===== config.mk =====
export PLATFORM = sky130hd
export DESIGN_NAME = led_pattern_gen
export DESIGN_NICKNAME = d
export VERILOG_FILES = /design/src/rtl/led_pkg.sv /design/src/rtl/led_tick_div.sv /design/src/rtl/led_pattern_gen.sv
export SDC_FILE = /design/constraint.sdc
export NUM_CORES = 1
export LEC_CHECK = 0
export CAP_MARGIN = 20
export CORE_UTILIZATION = 60
export DETAILED_ROUTE_END_ITERATION = 10
export GPL_TIMING_DRIVEN = 0
export PLACE_DENSITY = 0.84
export SKIP_LAST_GASP = 1
export SLEW_MARGIN = 20
export SYNTH_ARGS = -nofsm -noshare
export SYNTH_HDL_FRONTEND = slang
export SYNTH_SLANG_ARGS = --single-unit

===== constraint.sdc =====
create_clock -name clk -period 3 [get_ports clk]
set_input_delay 0.6 -clock clk [delete_from_list [all_inputs] [get_ports clk]]
set_output_delay 0.6 -clock clk [all_outputs]
set_load 0.05 [all_outputs]

===== src/rtl/led_pkg.sv =====
// rtl/led_pkg.sv - shared constants and types for the LED pattern blocks
package led_pkg;

  typedef enum logic [1:0] {
    MODE_ROL   = 2'd0,
    MODE_ROR   = 2'd1,
    MODE_PING  = 2'd2,
    MODE_BLINK = 2'd3
  } mode_t;

  typedef enum logic {
    DIR_LEFT  = 1'b0,
    DIR_RIGHT = 1'b1
  } dir_t;

  localparam int unsigned CNT_MAX_DEFAULT = 500_000;

endpackage


===== src/rtl/led_tick_div.sv =====
// rtl/led_tick_div.sv - free-running prescaler producing a step tick every limit cycles
module led_tick_div (
  input  logic        clk,
  input  logic        n_reset,
  input  logic        en,
  input  logic        clr,
  input  logic [31:0] limit,
  output logic        tick
);

  logic [31:0] timer_q;
  logic        at_limit;

  // >= rather than == so a sudden drop in limit wraps on the next cycle instead of running to 2^32
  assign at_limit = (timer_q >= (limit - 32'd1));
  assign tick     = en && !clr && at_limit;

  always_ff @(posedge clk or negedge n_reset) begin
    if (!n_reset) begin
      timer_q <= '0;
    end else if (clr) begin
      timer_q <= '0;
    end else if (en) begin
      timer_q <= at_limit ? 32'd0 : (timer_q + 32'd1);
    end
  end

endmodule


===== src/rtl/led_pattern_gen.sv =====
// rtl/led_pattern_gen.sv - LED pattern generator: rotate left/right, ping-pong and blink at a prescaled rate
module led_pattern_gen #(
  parameter int unsigned       LED_W   = 4,
  parameter int unsigned       CNT_MAX = led_pkg::CNT_MAX_DEFAULT,
  parameter int unsigned       SPD_W   = 2,
  parameter logic [LED_W-1:0]  INIT    = LED_W'(4'b0111)
) (
  input  logic              clk,
  input  logic              n_reset,
  input  logic              en,
  input  logic              restart,
  input  logic [1:0]        mode,
  input  logic [SPD_W-1:0]  speed,
  output logic [LED_W-1:0]  led,
  output logic              step
);
  import led_pkg::*;

  localparam int POS_W = $clog2(LED_W);
  localparam logic [POS_W-1:0] POS_MAX = POS_W'(LED_W - 1);

  logic [31:0]       limit;
  logic              tick;
  logic [LED_W-1:0]  led_q, led_d;
  logic [POS_W-1:0]  pos_q, pos_d, pos_inc, pos_dec;
  dir_t              dir_q, dir_d;
  logic              step_q;

  assign limit = 32'(CNT_MAX) >> speed;

  led_tick_div u_tick_div (
    .clk     (clk),
    .n_reset (n_reset),
    .en      (en),
    .clr     (restart),
    .limit   (limit),
    .tick    (tick)
  );

  function automatic logic [LED_W-1:0] rol(input logic [LED_W-1:0] v);
    return {v[LED_W-2:0], v[LED_W-1]};
  endfunction

  function automatic logic [LED_W-1:0] ror(input logic [LED_W-1:0] v);
    return {v[0], v[LED_W-1:1]};
  endfunction

  // pos wraps explicitly so non-power-of-two LED counts stay in range
  assign pos_inc = (pos_q == POS_MAX) ? '0 : pos_q + 1'b1;
  assign pos_dec = (pos_q == '0) ? POS_MAX : pos_q - 1'b1;

  always_comb begin
    led_d = led_q;
    pos_d = pos_q;
    dir_d = dir_q;
    if (tick) begin
      case (mode_t'(mode))
        MODE_ROL: begin
          led_d = rol(led_q);
          pos_d = pos_inc;
        end
        MODE_ROR: begin
          led_d = ror(led_q);
          pos_d = pos_dec;
        end
        MODE_PING: begin
          if (dir_q == DIR_LEFT && pos_q == POS_MAX) begin
            dir_d = DIR_RIGHT;
            led_d = ror(led_q);
            pos_d = pos_dec;
          end else if (dir_q == DIR_RIGHT && pos_q == '0) begin
            dir_d = DIR_LEFT;
            led_d = rol(led_q);
            pos_d = pos_inc;
          end else if (dir_q == DIR_LEFT) begin
            led_d = rol(led_q);
            pos_d = pos_inc;
          end else begin
            led_d = ror(led_q);
            pos_d = pos_dec;
          end
        end
        MODE_BLINK: begin
          led_d = ~led_q;
        end
        default: begin
          led_d = led_q;
        end
      endcase
    end
  end

  // restart wins over a coincident tick; the prescaler sees it via clr
  always_ff @(posedge clk or negedge n_reset) begin
    if (!n_reset) begin
      led_q  <= INIT;
      pos_q  <= '0;
      dir_q  <= DIR_LEFT;
      step_q <= 1'b0;
    end else if (restart) begin
      led_q  <= INIT;
      pos_q  <= '0;
      dir_q  <= DIR_LEFT;
      step_q <= 1'b0;
    end else begin
      led_q  <= led_d;
      pos_q  <= pos_d;
      dir_q  <= dir_d;
      step_q <= tick;
    end
  end

  assign led  = led_q;
  assign step = step_q;

endmodule


Word level (Yosys, flattened, before mapping)
Index checks and enable logic that the tools add are counted.

word-level totals
  input bits = 8
  register bits = 40
  word-level logic and storage cells = 54

operators by class
  $lt $le $gt $ge = 1
  bitwise gates (word level) = 2
  equality and inequality tests = 4
  mux-type cells = 23
  $add $sub $neg = 4
  reduce and logical (&&, ||, !) cells = 14
  shift-type cells = 1

operators with widths
  cell                     count
  $mux W32                 3
  $add A32 B1 Y32 const B  1
  $ge A32 B32 Y1           1
  $shr A19 B2 Y32 const A  1
  $sub A32 B1 Y32 const B  1
  $mux W4                  5
  $pmux W4 S4              1
  $mux W2                  7
  $eq A2 B2 Y1 const B     3
  $mux W1                  6
  $pmux W2 S3              1
  $reduce_bool A2 Y1       3
  $logic_and A1 B1 Y1      4
  $logic_not A2 Y1         2
  $not A4 Y4               1
  $reduce_bool A4 Y1       1
  $reduce_and A3 Y1        1
  $reduce_bool A3 Y1       1
  $add A2 B1 Y2 const B    1
  $eq A2 B1 Y1 const B     1
  $reduce_and A2 Y1        1
  $sub A2 B1 Y2 const B    1
  $logic_not A1 Y1         1
  $not A1 Y1               1

Longest topological paths before layout
Gate-level depths: netlist (run 1).

  depth after elaboration = 8
  mapped depth = 13

Cells and area by module
Synthesis (run 1) repeated with hierarchy kept, for this count alone.

second synthesis, totals
  cells, all modules = 496
  area, all modules = 4043.9 um2

modules (own cells, without submodules)
  module           cells each  times used  area each (um2)
  led_tick_div     405         1           3276.9
  led_pattern_gen  91          1           767.0

Worst setup path after synthesis (run 1)
Ideal clock, no wire load.

  kind = input to register
  start point = in speed[0]
  end point = reg u_tick_div.timer_q[31]
  path slack = 0.011 ns
  setup time = 0.090 ns
  stages = 12
  data arrival time = 2.899 ns
  path through = inv_1 ha_1 inv_1 ha_1 ha_1 a21oi_1 a21oi_1 o31ai_1 a21oi_1 clkbuf_8 or4b_2 o221ai_1

on the way
  word-level cells in the longest chain between the ends = 6

RTL lines
  what                  RTL line               text
  from (decl)           led_pattern_gen.sv:13  input logic [SPD_W-1:0] speed,
  $shr A19 B2 Y32       led_pattern_gen.sv:29  assign limit = 32'(CNT_MAX) >> speed;
  $sub A32 B1 Y32       led_tick_div.sv:15     assign at_limit = (timer_q >= (limit - 32'd1));
  $ge A32 B32 Y1        led_tick_div.sv:15
  $mux W32              led_tick_div.sv:24     timer_q <= at_limit ? 32'd0 : (timer_q + 32'd1);
  $mux W32              led_tick_div.sv:23     end else if (en) begin
  $mux W32              led_tick_div.sv:21     end else if (clr) begin
  to (signal assigned)  led_tick_div.sv:24
  to (decl)             led_tick_div.sv:11     logic [31:0] timer_q;

No other way between the ends. The select of a mux whose other input is x is not followed.
A chain may end at the register's enable or synchronous reset.

Worst setup path after layout (run 1)
  start point = in speed[1]
  end point = reg u_tick_div.timer_q[28]

Same word-level chain as after synthesis.

==> run metrics, run 1 <==
Synth Flop Type=dfrtp_1; async set-or-reset flop fraction in the synthesized netlist=1.00; Critical Path Fanout Max=10; clk slew on worst S/H paths=0.09 ns; crit path cell chain=clkbuf_4, inv_4, ha_1, inv_1, ha_1, and2_0, a221o_1, a21oi_2, nand2_1, clkbuf_8, or4b_2, a31oi_1; top cells by area, synth=dfrtp_1, ha_1, nand2_1; gr ovfl total=0; run status=complete, no violations; data arrival time at the worst-slack endpoint=between 3 and 4 ns; clk buf depth=2; MaxCap Viol Count=0; FF-to-FF Start=u_tick_div.timer_q[29]; commonest cells in the netlist=nand2_1, ha_1, dfrtp_1; drt pass-1 iters=5; htree depth=2; Worst Path Required=3.23 ns; DRT Wirelength=about 9.7 mm; instance count on the critical path=12; Worst Setup EP=u_tick_div.timer_q[28]; crit-path leading delay family=simple AND/OR/NAND/NOR gates; row cnt=27; initial antenna violation count=0; cell count after synthesis=~430; initial core utilization=0.636; antenna-violating nets left=0; synth warn=0; switching share of total power=0.268; Final Cycle Share=0.975; FF-to-FF setup slack=~0.22 ns; Hold Vio Cnt, Final=0; cts hold-fix bufs=0; number of CTS-inserted buffers=5; cell area power density=about 280 mW/mm²; Netlist cell types=55; Seq pwr share=0.475; Tmin final=a little under 3 ns; hold_ws=about 0.22 ns; Nets=between 500 and 600; # diodes=0; most frequent CP cell=ha_1; die width=approximately 80 µm; CP Launch Type=input port; crit end category=flop; core area=0.00561 mm²; Die Y=79.1 µm; share of post-route cells with drive strength above 1=0.132; CTS tree=yes; RR Endpoint=dir_q; routed len/inst=~18 µm; Worst Setup SP=speed[1]; final setup vio count=0; Slew Limit Headroom=0.582; number of flops mapped to enable cells by yosys=0; via count=approximately 3500; clock tree sinks=40; static leakage=about 1.8 nW; detailed placement HPWL=6.87 mm; clock network fraction of total power=0.394; Least-Margin Pin Slew=0.627 ns; Worst path slowest cell=or4b_2; first-pass GRT wire length=~16 mm; R2R depth=9; most instantiated library cell after synthesis=nand2_1; worst path buffer plus inverter count=4; register bit count reported by yosys=40; GPL Wtd Cong=0.891; DR vias/cell=~6.6; vias in the first global route=roughly 3400; final setup skew=about 0.014 ns; Area Overhead vs Synth=13.8%; Switching Power=just over 0.0003 W; Yosys top cell area share=0.259; Placed Cells incl. Taps=roughly 520; largest stage delay on the critical path=0.64 ns; peak supply drop=roughly 240 µV; max-slew violation count=0; largest net degree at the start of global routing=26; Starting DRT DRC Count=roughly 420; internal power=around 0.00084 W; GRT Total Usage=0.327; fin cells=about 540; Syn Area/Cell=roughly 8.3 µm²; count of input and output buffers=10; area leader, netlist=dfrtp_1; # fillers=~430; Synth Cell Area=~0.0036 mm²; Max Fclk=342 MHz; hold crit path type=in -> async; Setup Crit Path Kind=in -> reg; clk root buf=clkbuf_8; # DRC=0; Logic pwr share=0.131; io pins=13; die area=0.00626 mm²; Worst-Skew Late Latency=0.31 ns; Seq/Total Area, Yosys=0.282
-- how the worst min path moves through the flow --
stage / from / cells past startpoint / endpoint / slack (ns)
2_1_floorplan: n_reset / 0 / dir_q / 0.30
3_3_place_gp: led[1] / 2 / led[1] / 0.52
3_5_place_dp: led[2] / 2 / led[2] / 0.53
4_1_cts: n_reset / 1 / u_tick_div.timer_q[23] / 0.23
5_1_grt: n_reset / 1 / u_tick_div.timer_q[12] / 0.25
6_report: n_reset / 1 / u_tick_div.timer_q[14] / 0.22
-- state kept, by name (all words and copies together) (netlist names) --
| name | cells |
|---|---|
| u_tick_div.timer_q | 32 |
| led | 4 |
| pos_q | 2 |
| dir_q | 1 |
| step | 1 |
-- logic make-up (layout without fill, tap and decap cells) --
| logic type | Yosys count | in the layout | synth area share |
|---|---|---|---|
| other cells | 1 | 12 | 0.00105 |
| compound gates | 99 | 99 | 0.187 |
| buf+inv | 47 | 70 | 0.0733 |
| flops | 40 | 40 | 0.282 |
| mux | 3 | 3 | 0.00842 |
| simple gates | 195 | 195 | 0.294 |
| fa+ha+maj | 44 | 44 | 0.154 |
-- repair_timing --
action / CTS / global route
hold endpoints to repair: 0 / 0
pin swaps: 3 / 8
setup endpoints to repair: 40 / 38
buffers inserted: 2 / 1
resized for setup: 22 / 19
cloned: 1 / 0
-- cells in the final DEF, fill, tap and decap left out, types with 4 or more instances in the layout --
cell type / netlist / final
nand4_1: 12 / 12
nand2b_1: 10 / 10
nand3_1: 14 / 14
a211o_1: 17 / 17
a21oi_2: 1 / 4
or3_1: 4 / 4
a31oi_1: 6 / 6
and3_2: 4 / 4
conb_1: 1 / 12
buf_4: 0 / 6
nor3b_1: 10 / 10
nand2_1: 51 / 51
inv_1: 23 / 21
dfrtp_1: 37 / 37
nor4_1: 13 / 13
o221ai_1: 4 / 4
nor2_1: 27 / 27
ha_4: 0 / 5
nor3_1: 13 / 10
ha_1: 44 / 37
and3_1: 10 / 10
o21ai_0: 17 / 16
clkbuf_8: 7 / 12
clkdlybuf4s50_1: 0 / 7
or4_1: 8 / 8
a21oi_1: 30 / 27
clkbuf_1: 13 / 10
-- through the flow --
step	cell area [µm²]	TNS [ns]	power, W	worst slack, ns	util
floorplan	3610	0	0.000638	0.0109	-
global placement	3800	-33.42	0.000682	-1.15	0.678
detailed placement	3810	-35.34	0.000689	-1.21	0.680
CTS	3980	0	0.00114	0.0141	0.710
global route	4060	-0.0143	0.00118	-0.0143	0.724
finish	4060	0	0.00115	0.0750	0.724
-- power by group through the flow --
stage / clock network (W) / logic, W / registers, W
floorplan: 0 / 0.0000828 / 0.000555
global placement: 0 / 0.000127 / 0.000555
detailed placement: 0 / 0.000134 / 0.000555
CTS: 0.000452 / 0.000139 / 0.000545
global route: 0.000469 / 0.000166 / 0.000545
finish: 0.000452 / 0.000150 / 0.000545
-- metal layers --
layer  GRT usage  vias to the layer above  routed length (µm)
li1            -                     1641                   -
met1       0.413                     1668                3930
met2       0.557                      196                4620
met3      0.0425                       29                 922
met4       0.142                        0                 259
met5           0                        -                   0
-- area by class of cell --
class	count	area (µm²)	area share
Sequential cell	40	1000	0.247
Timing Repair Buffer	15	140	0.0345
Buffer	23	181	0.0447
Clock buffer	6	72.6	0.0179
Multi-Input combinational cell	353	2440	0.601
Inverter	24	95.1	0.0234
Clock inverter	2	35.0	0.00863
Tap cell	72	90.1	0.0222
Note: power is estimated with default switching activity, not from simulation.
==> inputs of run 2 (changes only) <==
--- a/config.mk
+++ b/config.mk
@@ -9,7 +9,7 @@
 export CORE_UTILIZATION = 60
 export DETAILED_ROUTE_END_ITERATION = 10
 export GPL_TIMING_DRIVEN = 0
-export PLACE_DENSITY = 0.84
+export PLACE_DENSITY = 0.77
 export SKIP_LAST_GASP = 1
 export SLEW_MARGIN = 20
 export SYNTH_ARGS = -nofsm -noshare
==> constraint.sdc (replaced) <==
create_clock -name clk -period 2.9 [get_ports clk]
set_input_delay 0.58 -clock clk [delete_from_list [all_inputs] [get_ports clk]]
set_output_delay 0.58 -clock clk [all_outputs]
set_load 0.05 [all_outputs]
==> run 2 against run 1 <==
Cell area shrank 0.77%. Register-to-register slack is essentially flat. Clock power grew 3%. Sequential share of layout area grew 0.19 points. Combinational power is essentially flat. Clock skew shrank 0.010 ns. Sequential cell count is the same. Sequential power grew 3%. Largest cell class unchanged.
==> run metrics, run 2 (same netlist as run 1, synthesis figures left out) <==
internal power=0.000865 W (+3.1%); Final Cycle Share=0.982; switching share of total power=0.264 (-0.00356); die area=0.00626 mm² (unchanged); cell area power density=292 mW/mm² (+3.4%); drt pass-1 iters=5 (unchanged); hold crit path type=in -> async; final setup skew=0.00429 ns (-0.00996 ns); Die Y=79.1 µm (unchanged); data arrival time at the worst-slack endpoint=3.04 ns (-0.12 ns); crit end category=flop; # diodes=0 (unchanged); Final Cell Area=0.00403 mm² (-0.77%); Logic pwr share=0.125 (-0.006); Placed Cells incl. Taps=523 (unchanged); Hold Vio Cnt, Final=0 (unchanged); commonest non-fill, non-tap cell in the layout=nand2_1; initial antenna violation count=0 (unchanged); Register Area=0.00100 mm² (unchanged); GPL Wtd Cong=0.876 (-1.7%); Area Overhead vs Synth=12.9%; clk slew on worst S/H paths=0.08 ns (about the same); setup ws final=0.0510 ns (-0.0240 ns); most frequent cells in the layout=nand2_1, ha_1, dfrtp_1; DR vias/cell=6.49 (-1.7%); initial core utilization=0.636 (unchanged); first-pass GRT wire length=15.7 mm (-0.91%); Post-Place Cell Area=0.00384 mm² (+0.62%); share of post-route cells with drive strength above 1=0.126 (-0.00566); htree depth=2 (unchanged); Least-Margin Pin Slew=0.660 ns (+0.0338 ns); Switching Power=0.000311 W (+1.2%); RSZ-0062 raised after global routing=true; CTS tree=yes; Slew Limit Headroom=0.556 (-0.0266); clock tree sinks=40 (unchanged); gr ovfl total=0 (unchanged); Post-Place Setup Slack=-1.31 ns (-0.0950 ns); io pins=13 (unchanged); Nets=511 (-0.58%); Worst-Skew Late Latency=0.30 ns (about the same); Worst Path Required=3.09 ns (-0.14 ns); # DRC=0 (unchanged); largest net degree at the start of global routing=28 (+7.7%); MaxCap Viol Count=0 (unchanged); final setup vio count=0 (unchanged); DRT Wirelength=9.61 mm (-1.3%); cts hold-fix bufs=0 (unchanged); vias in the first global route=3243 (-4.9%); max FFs per register=32 (unchanged); clk root buf=clkbuf_8; die width=79.1 µm (unchanged); Critical Path Fanout Max=10 (unchanged); # fillers=462 (+6.9%); row cnt=27 (unchanged); core area=0.00561 mm² (unchanged); Seq pwr share=0.479 (+0.004); count of input and output buffers=10 (unchanged); static leakage=1.80 nW (-0.38%); run status=complete, no violations; detailed placement HPWL=6.99 mm (+1.7%); number of CTS-inserted buffers=5 (unchanged); via count=3454 (-2.3%); Starting DRT DRC Count=365 (-14%); max-slew violation count=0 (unchanged); fin cells=532 (-0.56%); footprint of the multi-input gates=0.00242 mm² (-0.72%); clk buf depth=2 (unchanged); Tmin final=about 2.8 ns; Power, Total=0.00118 W (+2.6%); hold_ws=0.180 ns (-0.0351 ns); Setup Crit Path Kind=in -> reg; CP Launch Type=input port; clock network fraction of total power=0.395 (about the same); GRT Total Usage=0.324 (-0.00268); peak supply drop=265 µV (+9.4%); Max Fclk=roughly 350 MHz; Top reg by flops=u_tick_div.timer_q; antenna-violating nets left=0 (unchanged); routed len/inst=18.1 µm (-0.73%)
run 2: per-stage QoR:
stage                util  TNS (ns)
finish              0.719         0
global route        0.719    -0.127
CTS                 0.711         0
detailed placement  0.685    -44.03
global placement    0.682    -41.18
floorplan               -         0
run 2: what timing repair did:
action                     CTS  global route
setup endpoints to repair   40            22
pin swaps                    1             3
cloned                       0             0
gates resized for setup     26            10
buffers inserted             1             0
run 2: cell type report:
cell class,count,area share
multi-input cells,353,0.602
repair buffers,12,0.0292
inverters,24,0.0236
flip-flops and latches,40,0.249
well taps,72,0.0224
plain buffers,23,0.0472
clock inverters,2,0.00869
clock buffers,6,0.0180
run 2: per-layer routing:
metal	vias to the layer above	share of wire	GRT usage
li1	1639	-	-
met1	1648	0.43	0.433
met2	150	0.47	0.535
met3	17	0.081	0.0540
met4	0	0.019	0.0982
met5	-	0	0
run 2: final timing paths:
path                                       startpoint  slack [ns]  depth (start not counted)                      to
worst min-delay path                          n_reset        0.18                          1  u_tick_div.timer_q[13]
worst max register to register  u_tick_div.timer_q[4]        0.21                          8  u_tick_div.timer_q[23]
worst max-delay path                         speed[0]        0.05                         15                   dir_q
worst min register to register                 led[1]        0.55                          2                  led[1]
max in group asynchronous                     n_reset        2.17                          2                  led[1]
min in group clk                               led[1]        0.55                          2                  led[1]
run 2: power by group through the flow:
stage	clock, W	combinational, W	sequential (W)
finish	0.000465	0.000147	0.000564
global route	0.000487	0.000164	0.000564
CTS	0.000466	0.000144	0.000564
detailed placement	0	0.000142	0.000575
global placement	0	0.000137	0.000574
floorplan	0	0.0000869	0.000574
run 2: worst max-delay path: stages:
cell       delay (ns)
buf_4            0.15
inv_6            0.08
ha_4             0.14
inv_1            0.04
ha_1             0.29
ha_1             0.31
nand3_1          0.08
a21oi_1          0.20
o31ai_2          0.07
buf_4            0.15
a21oi_4          0.17
buf_8            0.17
clkbuf_8         0.18
o2111ai_1        0.13
a32o_1           0.30
==> inputs of run 3 (changes only) <==
--- a/config.mk
+++ b/config.mk
@@ -5,7 +5,6 @@
 export SDC_FILE = /design/constraint.sdc
 export NUM_CORES = 1
 export LEC_CHECK = 0
-export CAP_MARGIN = 20
 export CORE_UTILIZATION = 60
 export DETAILED_ROUTE_END_ITERATION = 10
 export GPL_TIMING_DRIVEN = 0
==> results of run 3 <==
No change in the layout: final DEF, timing and power equal those of run 2.
